### src/rtl/p_seq_acc_pkg.sv
// Shared types for the perceptron datapath: data configuration, accumulator
// FSM states and the accumulator width rule.
package p_seq_acc_pkg;

  typedef enum logic [1:0] {INT, FXP, FP, BOOL} dtype_t;

  typedef struct packed {
    dtype_t     dtype;
    logic [7:0] prec;
    logic [7:0] frac;
  } dconf_t;

  localparam dconf_t DEF_DCONF = '{dtype: INT, prec: 8'd8, frac: 8'd0};

  typedef enum logic [1:0] {IDLE, ACC, DONE} acc_state_t;

  // Wide enough that a full packet of full-scale operands plus bias never wraps.
  function automatic int acc_width(input int prec, input int lanes, input int beats_w);
    return prec + $clog2(lanes + 1) + beats_w;
  endfunction

endpackage

### src/rtl/p_seq_acc_fin.sv
// Finalisation of a closed packet sum: arithmetic shift, round-to-nearest-even
// (FXP only), saturation to the output precision and exception flags.
module p_seq_acc_fin
  import p_seq_acc_pkg::*;
#(
  parameter int     ACC_W = 14,
  parameter int     SHIFT = 0,
  parameter dconf_t CONF  = DEF_DCONF,
  localparam int    P     = int'(CONF.prec)
) (
  input  logic signed [ACC_W-1:0] acc,
  output logic        [P-1:0]     res,
  output logic                    ovf,
  output logic                    udf,
  output logic                    rounded
);

  localparam logic signed [ACC_W:0] MAXV = {{(ACC_W-P+2){1'b0}}, {(P-1){1'b1}}};
  localparam logic signed [ACC_W:0] MINV = ~MAXV;

  // One extra bit so a rounding carry out of the shifted value is still visible.
  logic signed [ACC_W:0] q;
  logic signed [ACC_W:0] qr;
  logic                  inc;
  logic                  any_disc;

  if (SHIFT == 0) begin : g_noshift
    assign q        = {acc[ACC_W-1], acc};
    assign inc      = 1'b0;
    assign any_disc = 1'b0;
  end else begin : g_shift
    localparam logic [SHIFT-1:0] HALF = SHIFT'(1) << (SHIFT - 1);
    logic [SHIFT-1:0] disc;
    assign disc     = acc[SHIFT-1:0];
    assign q        = $signed({acc[ACC_W-1], acc}) >>> SHIFT;
    assign inc      = (CONF.dtype == FXP) && ((disc > HALF) || ((disc == HALF) && q[0]));
    assign any_disc = |disc;
  end

  assign qr = q + $signed({{ACC_W{1'b0}}, inc});

  always_comb begin
    res     = '0;
    ovf     = 1'b0;
    udf     = 1'b0;
    rounded = 1'b0;
    case (CONF.dtype)
      BOOL: res[0] = acc[0];
      FXP: begin
        rounded = any_disc;
        if (qr > MAXV) begin
          res = MAXV[P-1:0];
          ovf = 1'b1;
        end else if (qr < MINV) begin
          res = MINV[P-1:0];
          udf = 1'b1;
        end else begin
          res = qr[P-1:0];
        end
      end
      default: begin
        if (qr > MAXV) begin
          res = MAXV[P-1:0];
          ovf = 1'b1;
        end else if (qr < MINV) begin
          res = MINV[P-1:0];
          ovf = 1'b1;
        end else begin
          res = qr[P-1:0];
        end
      end
    endcase
  end

endmodule

### src/rtl/p_seq_acc.sv
// Multi-beat streaming accumulator: bias-preloaded packet sum over LANES
// operands per beat, finalised into a held valid/ready result with flags.
module p_seq_acc
  import p_seq_acc_pkg::*;
#(
  parameter int     LANES   = 8,
  parameter dconf_t CONF    = DEF_DCONF,
  parameter int     BEATS_W = 8,
  parameter int     SHIFT   = 0,
  localparam int    P       = int'(CONF.prec)
) (
  input  logic                    clk,
  input  logic                    reset,
  input  logic                    in_valid,
  output logic                    in_ready,
  input  logic                    in_last,
  input  logic [LANES-1:0][P-1:0] in,
  input  logic [P-1:0]            bias,
  output logic                    out_valid,
  input  logic                    out_ready,
  output logic [P-1:0]            out,
  output logic                    ovf,
  output logic                    udf,
  output logic                    rounded,
  output logic [BEATS_W-1:0]      beats,
  output acc_state_t              dbg_state
);

  localparam int ACC_W = acc_width(P, LANES, BEATS_W);
  localparam logic [BEATS_W-1:0] CNT_MAX = '1;

  if (CONF.dtype == FP) begin : g_fp_unsupported
    $error("p_seq_acc: FP data type is not supported");
  end

  // Handshakes: a beat moves when in_valid & in_ready, a result moves when
  // out_valid & out_ready; neither valid depends combinationally on its ready.
  acc_state_t                state, state_nxt;
  logic signed [ACC_W-1:0]   acc, acc_sum, beat_sum, bias_ext, base;
  logic        [BEATS_W-1:0] cnt, cnt_inc;
  logic                      fire, first, close;
  logic        [P-1:0]       fin_res;
  logic                      fin_ovf, fin_udf, fin_rnd;

  assign out_valid = (state == DONE);
  assign in_ready  = (state != DONE) | out_ready;
  assign fire      = in_valid & in_ready;
  assign first     = (state != ACC);
  assign dbg_state = state;

  // BOOL packets are an OR-reduction kept in bit 0 of the accumulator.
  always_comb begin
    beat_sum = '0;
    bias_ext = '0;
    if (CONF.dtype == BOOL) begin
      for (int i = 0; i < LANES; i++) beat_sum[0] = beat_sum[0] | in[i][0];
      bias_ext[0] = |bias;
    end else begin
      for (int i = 0; i < LANES; i++) beat_sum = beat_sum + ACC_W'($signed(in[i]));
      bias_ext = ACC_W'($signed(bias));
    end
  end

  assign base    = first ? bias_ext : acc;
  assign acc_sum = (CONF.dtype == BOOL) ? (base | beat_sum) : (base + beat_sum);
  assign cnt_inc = first ? BEATS_W'(1) : (cnt + 1'b1);
  assign close   = fire & (in_last | (cnt_inc == CNT_MAX));

  always_ff @(posedge clk) begin
    if (reset) state <= IDLE;
    else       state <= state_nxt;
  end

  always_comb begin
    state_nxt = state;
    case (state)
      IDLE: if (fire) state_nxt = close ? DONE : ACC;
      ACC:  if (fire) state_nxt = close ? DONE : ACC;
      DONE: begin
        if (fire)           state_nxt = close ? DONE : ACC;
        else if (out_ready) state_nxt = IDLE;
      end
      default: state_nxt = IDLE;
    endcase
  end

  p_seq_acc_fin #(
    .ACC_W (ACC_W),
    .SHIFT (SHIFT),
    .CONF  (CONF)
  ) u_fin (
    .acc     (acc_sum),
    .res     (fin_res),
    .ovf     (fin_ovf),
    .udf     (fin_udf),
    .rounded (fin_rnd)
  );

  // The result register only loads on a closing beat, so it holds while stalled.
  always_ff @(posedge clk) begin
    if (reset) begin
      acc     <= '0;
      cnt     <= '0;
      out     <= '0;
      ovf     <= 1'b0;
      udf     <= 1'b0;
      rounded <= 1'b0;
      beats   <= '0;
    end else begin
      if (fire) begin
        acc <= acc_sum;
        cnt <= cnt_inc;
      end
      if (close) begin
        out     <= fin_res;
        ovf     <= fin_ovf;
        udf     <= fin_udf;
        rounded <= fin_rnd;
        beats   <= cnt_inc;
      end
    end
  end

endmodule

### config.mk
export PLATFORM = sky130hd
export DESIGN_NAME = p_seq_acc
export DESIGN_NICKNAME = d
export VERILOG_FILES = /design/src/rtl/p_seq_acc_pkg.sv /design/src/rtl/p_seq_acc_fin.sv /design/src/rtl/p_seq_acc.sv
export SDC_FILE = /design/constraint.sdc
export NUM_CORES = 1
export LEC_CHECK = 0
export BUFFER_PORTS_ARGS = -buffer_cell sky130_fd_sc_hd__buf_2
export CAP_MARGIN = 15
export CELL_PAD_IN_SITES_DETAIL_PLACEMENT = 0
export CELL_PAD_IN_SITES_GLOBAL_PLACEMENT = 1
export CORE_MARGIN = 2
export CORE_UTILIZATION = 43
export DETAILED_ROUTE_END_ITERATION = 6
export PLACE_DENSITY_LB_ADDON = 0.1
export SYNTH_ARGS = -nofsm -noshare
export SYNTH_HDL_FRONTEND = slang
export SYNTH_SLANG_ARGS = --single-unit
### constraint.sdc
create_clock -name clk -period 7.87 [get_ports clk]
set_input_delay 0.787 -clock clk [delete_from_list [all_inputs] [get_ports clk]]
set_output_delay 0.787 -clock clk [all_outputs]
set_load 0.05 [all_outputs]
-- Word level (Yosys, flattened, before mapping)
Cells that the tools add are included.
Widths: inputs -> output; s select.
- output and inout bits: 23
- flip-flop bits (word level): 47
- logic and storage cells: 42
- $add $sub $neg: 9
- bitwise operators: 4
- muxes and demuxes: 11
- reductions and logical operators: 3
- equality and inequality tests: 7
- order comparisons: 2
- operator list (cell ; count):
    $mux 8 ; 3
    $add 20x15->20 ; 1
    $gt 20x8->1 const B ; 1
    $lt 20x8->1 const B ; 1
    $mux 20 ; 1
    $add 14x8->15 ; 1
    $add 13x8->14 ; 1
    $add 12x8->13 ; 1
    $add 11x8->12 ; 1
    $add 10x8->11 ; 1
    $add 9x8->10 ; 1
    $add 8x8->9 ; 1
    $add 8x1->8 const B ; 1
    $eq 8x8->1 const B ; 1
    $mux 2 ; 4
    $ne 2x1->1 const B ; 2
    $pmux 2 s2 ; 1
    $ne 3x1->1 const B ; 1
    $and 1x1->1 ; 2
    $eq 2x1->1 const B ; 1
    $eq 2x2->1 const B ; 1
    $logic_not 2->1 ; 1
    $mux 1 ; 2
    $ne 2x2->1 const B ; 1
    other kinds (3) ; 4

-- Logic depth before layout (Yosys ltp)
- word-level depth: 11
- gate-level depth with buffers: 23

-- Hierarchy
Synthesis repeated with hierarchy kept, for this count alone.
- cell total of the unflattened synthesis: 675
- area total of the unflattened synthesis: 5911.9 um^2
- modules (own cells, without submodules) (module ; cells each ; times used ; area each (um^2) ; sequential area each (um^2)):
    p_seq_acc ; 655 ; 1 ; 5759.3 ; 980.9
    p_seq_acc_fin ; 20 ; 1 ; 152.6 ; 0.0

-- Least setup slack after synthesis
OpenSTA, ideal clock, no wires.
- path type: flip-flop to flip-flop
- start point: register state[0] (netlist: dbg_state[0])
- end point: register out[0]
- path buffers: 2
- required time: 7.758 ns
- path slack: 1.787 ns
- arrival: 5.971 ns
- stages on the path, launching flop included: 24
- setup time: 0.112 ns
- cell sequence: dfxtp_1 nor2b_1 buf_2 buf_1 nand2_1 nand2_1 fa_1 fa_1 fa_1 inv_1 fa_1 inv_1 ha_1 inv_1 fa_1 and2b_1 o2111ai_1 nand3b_1 xor2_2 nand4_1 or3_1 nor4_4 a21oi_2 a2111oi_1
- word-level cells in the longest chain between the ends: 6
- ends and longest elaborated chain (element ; RTL line ; RTL):
    start, declared ; p_seq_acc.sv:38 ; acc_state_t state, state_nxt;
    start signal, assigned ; p_seq_acc.sv:71 ; else state <= state_nxt;
    $ne 2x1->1 ; p_seq_acc.sv:48 ; assign first = (state != ACC);
    $mux 20 ; p_seq_acc.sv:64 ; assign base = first ? bias_ext : acc;
    $add 20x15->20 ; p_seq_acc.sv:65 ; assign acc_sum = (CONF.dtype == BOOL) ? (base | beat_sum) : (base + beat_sum);
    $lt 20x8->1 ; p_seq_acc_fin.sv:65 ; end else if (qr < MINV) begin
    $mux 8 ; p_seq_acc_fin.sv:65 ;
    $mux 8 ; p_seq_acc_fin.sv:62 ; if (qr > MAXV) begin
    end signal, assigned ; p_seq_acc.sv:115 ; out <= fin_res;
    end, declared ; p_seq_acc.sv:21 ; output logic [P-1:0] out,
Several ways; a longest one is shown, not always the timed one.
A chain may end at the register's enable or synchronous reset.

-- Final worst setup path
Ends and elaborated chain as after synthesis.

==> impl_results.md <==
- Global-route wire length before repair: 21.64 mm
- Antenna viol nets, final: 0
- Die Wd: 117.7 um
- EDFF count, synth: 0
- Largest net degree at the start of global routing: 51
- Fin crit period: 6.254 ns
- Total Wirelength: 12.37 mm
- Initial core utilization: 44.08%
- Worst r2r src: dbg_state[0]$_SDFFE_PP0P_
- Top-area cell type share of the netlist area: 34.91%
- Hold WS: 0.4501 ns
- Fmax: 159.9 MHz
- Die H: 117.7 um
- Vias post-DR: 4,434
- # setup viols final: 0
- Total CTS buffers: 5
- Row cnt: 41
- Largest family of logic cells by synthesized area: adder cells
- Share of cells above drive strength 1: 17.71%
- Worst-Skew Late Latency: 0.28 ns
- Gr usage total: 18.91%
- Synthesized area: 0.005563 mm^2
- Post-CTS setup buffers: 0
- Commonest non-fill, non-tap cell in the layout: inv_1
- CTS root buffer: clkbuf_16
- Final max-slew violation count: 0
- Synth cell types: 62
- Area Growth Syn to Fin: 13.56%
- Final TNS setup: 0 ns
- GP Congestion: 0.8580
- Seq/Total Area, Yosys: 16.91%
- ANT cells: 0
- Status: finished, final reports clean
- First DRT Iteration DRCs: 190
- Area fraction in compound gates after synthesis: 12.93%
- Final setup skew: 0.003587 ns
- Hold path start: beats[7]$_SDFFE_PP0P_
- Final period util: 79.47%
- Initial antenna violation count: 0
- Ys flop type: dfxtp_1
- H-tree levels: 2
- IO Count: 100
- Critical Path RT: 8.03 ns
- Critical Path Source: dbg_state[0]$_SDFFE_PP0P_
- Fin worst setup slack: 1.616 ns
- 1st-pass router iterations: 5
- I/O Buffers: 97
- Final hold vios: 0
- #FFs+latches synth: 47
- Yosys warnings: 0
- Number of max-cap violations: 0
- CTS tree: done
- Core area: 0.01262 mm^2
- Die area: 0.01386 mm^2
- Slew headroom: 36.77%
- RSZ-0062 raised after global routing: false
- CTS Hold Bufs: 0
- Mux contribution to synthesized area: 0.3824%
- Cells after Synth: 633
- Number of global-route vias before repair: 4,613
- Crit-path max FO: 29
- Avg Cell Area, Syn: 8.788 um^2
- Clk slew on worst S/H paths: 0.06 ns
- Dominant cell type by area after synthesis: fa_1
- Worst Setup End Kind: flip-flop
- NumNets Final: 915
- Asr flop ratio synth: 0%
- Post-Synth XOR/XNOR Area: 3.756%
- Clk buf depth: 2
- CTS Sinks: 47
- Min-Delay Path Class: flip-flop to flip-flop
- Crit path kind: flip-flop to flip-flop
- Grt ovf: 0
- Fill count: 1,271
- Post-DP HPWL: 10.45 mm
- Vias/cell: 4.988
- Met2 wire length: 6.297 mm
- Top sig layer: met4
- Least-Margin Pin Slew: 0.9485 ns
- Met3 WL: 550 um
- Startpoint types: flip-flop
- Post_cts resized: 0
- WL met1: 5.349 mm
- Most frequent cells in the layout: inv_1, fa_1, buf_2
- Crit path DAT: 6.41 ns
- Area share of fa/ha/maj cells after synthesis: 40.08%
- Residual DRC: 0
- WL/cell: 13.91 um
- Simple-Gate Fraction of Synth Area: 15.29%
- Dpl ws: 1.475 ns
- Area contributors post-synth: fa_1, dfxtp_1, inv_1
-- synthesized netlist by cell type (4+ instances only) --
cell,count
a211oi_1,9
a21o_1,5
a21oi_1,52
a31oi_1,4
buf_1,5
buf_2,5
clkbuf_1,10
dfxtp_1,47
fa_1,97
ha_1,23
inv_1,131
nand2_1,88
nand3_1,8
nand4_1,6
nor2_1,37
nor3_1,7
nor4_1,4
o211ai_1,4
o21ai_0,5
o21bai_1,4
xnor2_1,15
xor2_1,7
-- critical path, cell delays in order (launching register included) --
cell and delay (ns):
dfxtp_1 0.47, nor2b_2 0.19, buf_4 0.32, nand2_1 0.09, nand2_1 0.09, fa_1 0.43
fa_1 0.49, fa_1 0.50, inv_1 0.06, fa_1 0.46, inv_1 0.07, ha_1 0.19
inv_1 0.07, fa_1 0.39, and2b_1 0.24, o2111ai_1 0.19, nand3_2 0.19, nand3_2 0.13
o311ai_0 0.56, nand2_1 0.20, nor4_4 0.24, a21oi_2 0.14, a2111oi_1 0.41
-- cells by family (layout without fill, tap and decap cells) --
kind of cell | Yosys count | count (layout)
other cells | 1 | 2
compound gates | 108 | 108
fa+ha+maj | 120 | 120
buf+inv | 153 | 236
flops | 47 | 47
simple gates | 179 | 179
mux | 2 | 2
xor+xnor | 23 | 23
-- area by class of cell --
class	count	area [um^2]	area share [%]
Multi-Input combinational cell	434	4040	63.95
Sequential cell	47	940.9	14.89
Timing Repair Buffer	99	500.5	7.922
Inverter	131	491.7	7.784
Tap cell	172	215.2	3.407
Clock buffer	6	128.9	2.040
-- sequential cells by signal, summed over array words and instances, names as in the netlist --
| signal | cells |
|---|---|
| acc | 20 |
| beats | 8 |
| cnt | 8 |
| dbg_state | 2 |
| out | 8 |
| ovf | 1 |
-- per-layer routing --
layer,GRT usage (%),vias up
li1,-,2157
met5,0,-
met3,2.277,14
met1,24.80,2166
met2,33.54,97
met4,4.142,0
-- path summary, 6_finish.rpt --
path,to,slack (ns),cells after the start
setup / recovery,out[0]$_SDFFE_PP0P_,1.62,22
hold / removal,beats[7]$_SDFFE_PP0P_,0.45,2
setup reg to reg,out[0]$_SDFFE_PP0P_,1.62,22
hold reg to reg,beats[7]$_SDFFE_PP0P_,0.45,2
-- stage by stage --
step,std cells,util (%),area (um^2)
floorplan,634,-,5567
global placement,883,49.04,6188
detailed placement,883,49.04,6188
CTS,889,50.06,6317
global route,889,50.06,6317
finish,889,50.06,6317
Power is left out: the tool's default activity adds up to more than one toggle a clock period on the data nets, which glitch-free logic cannot reach.
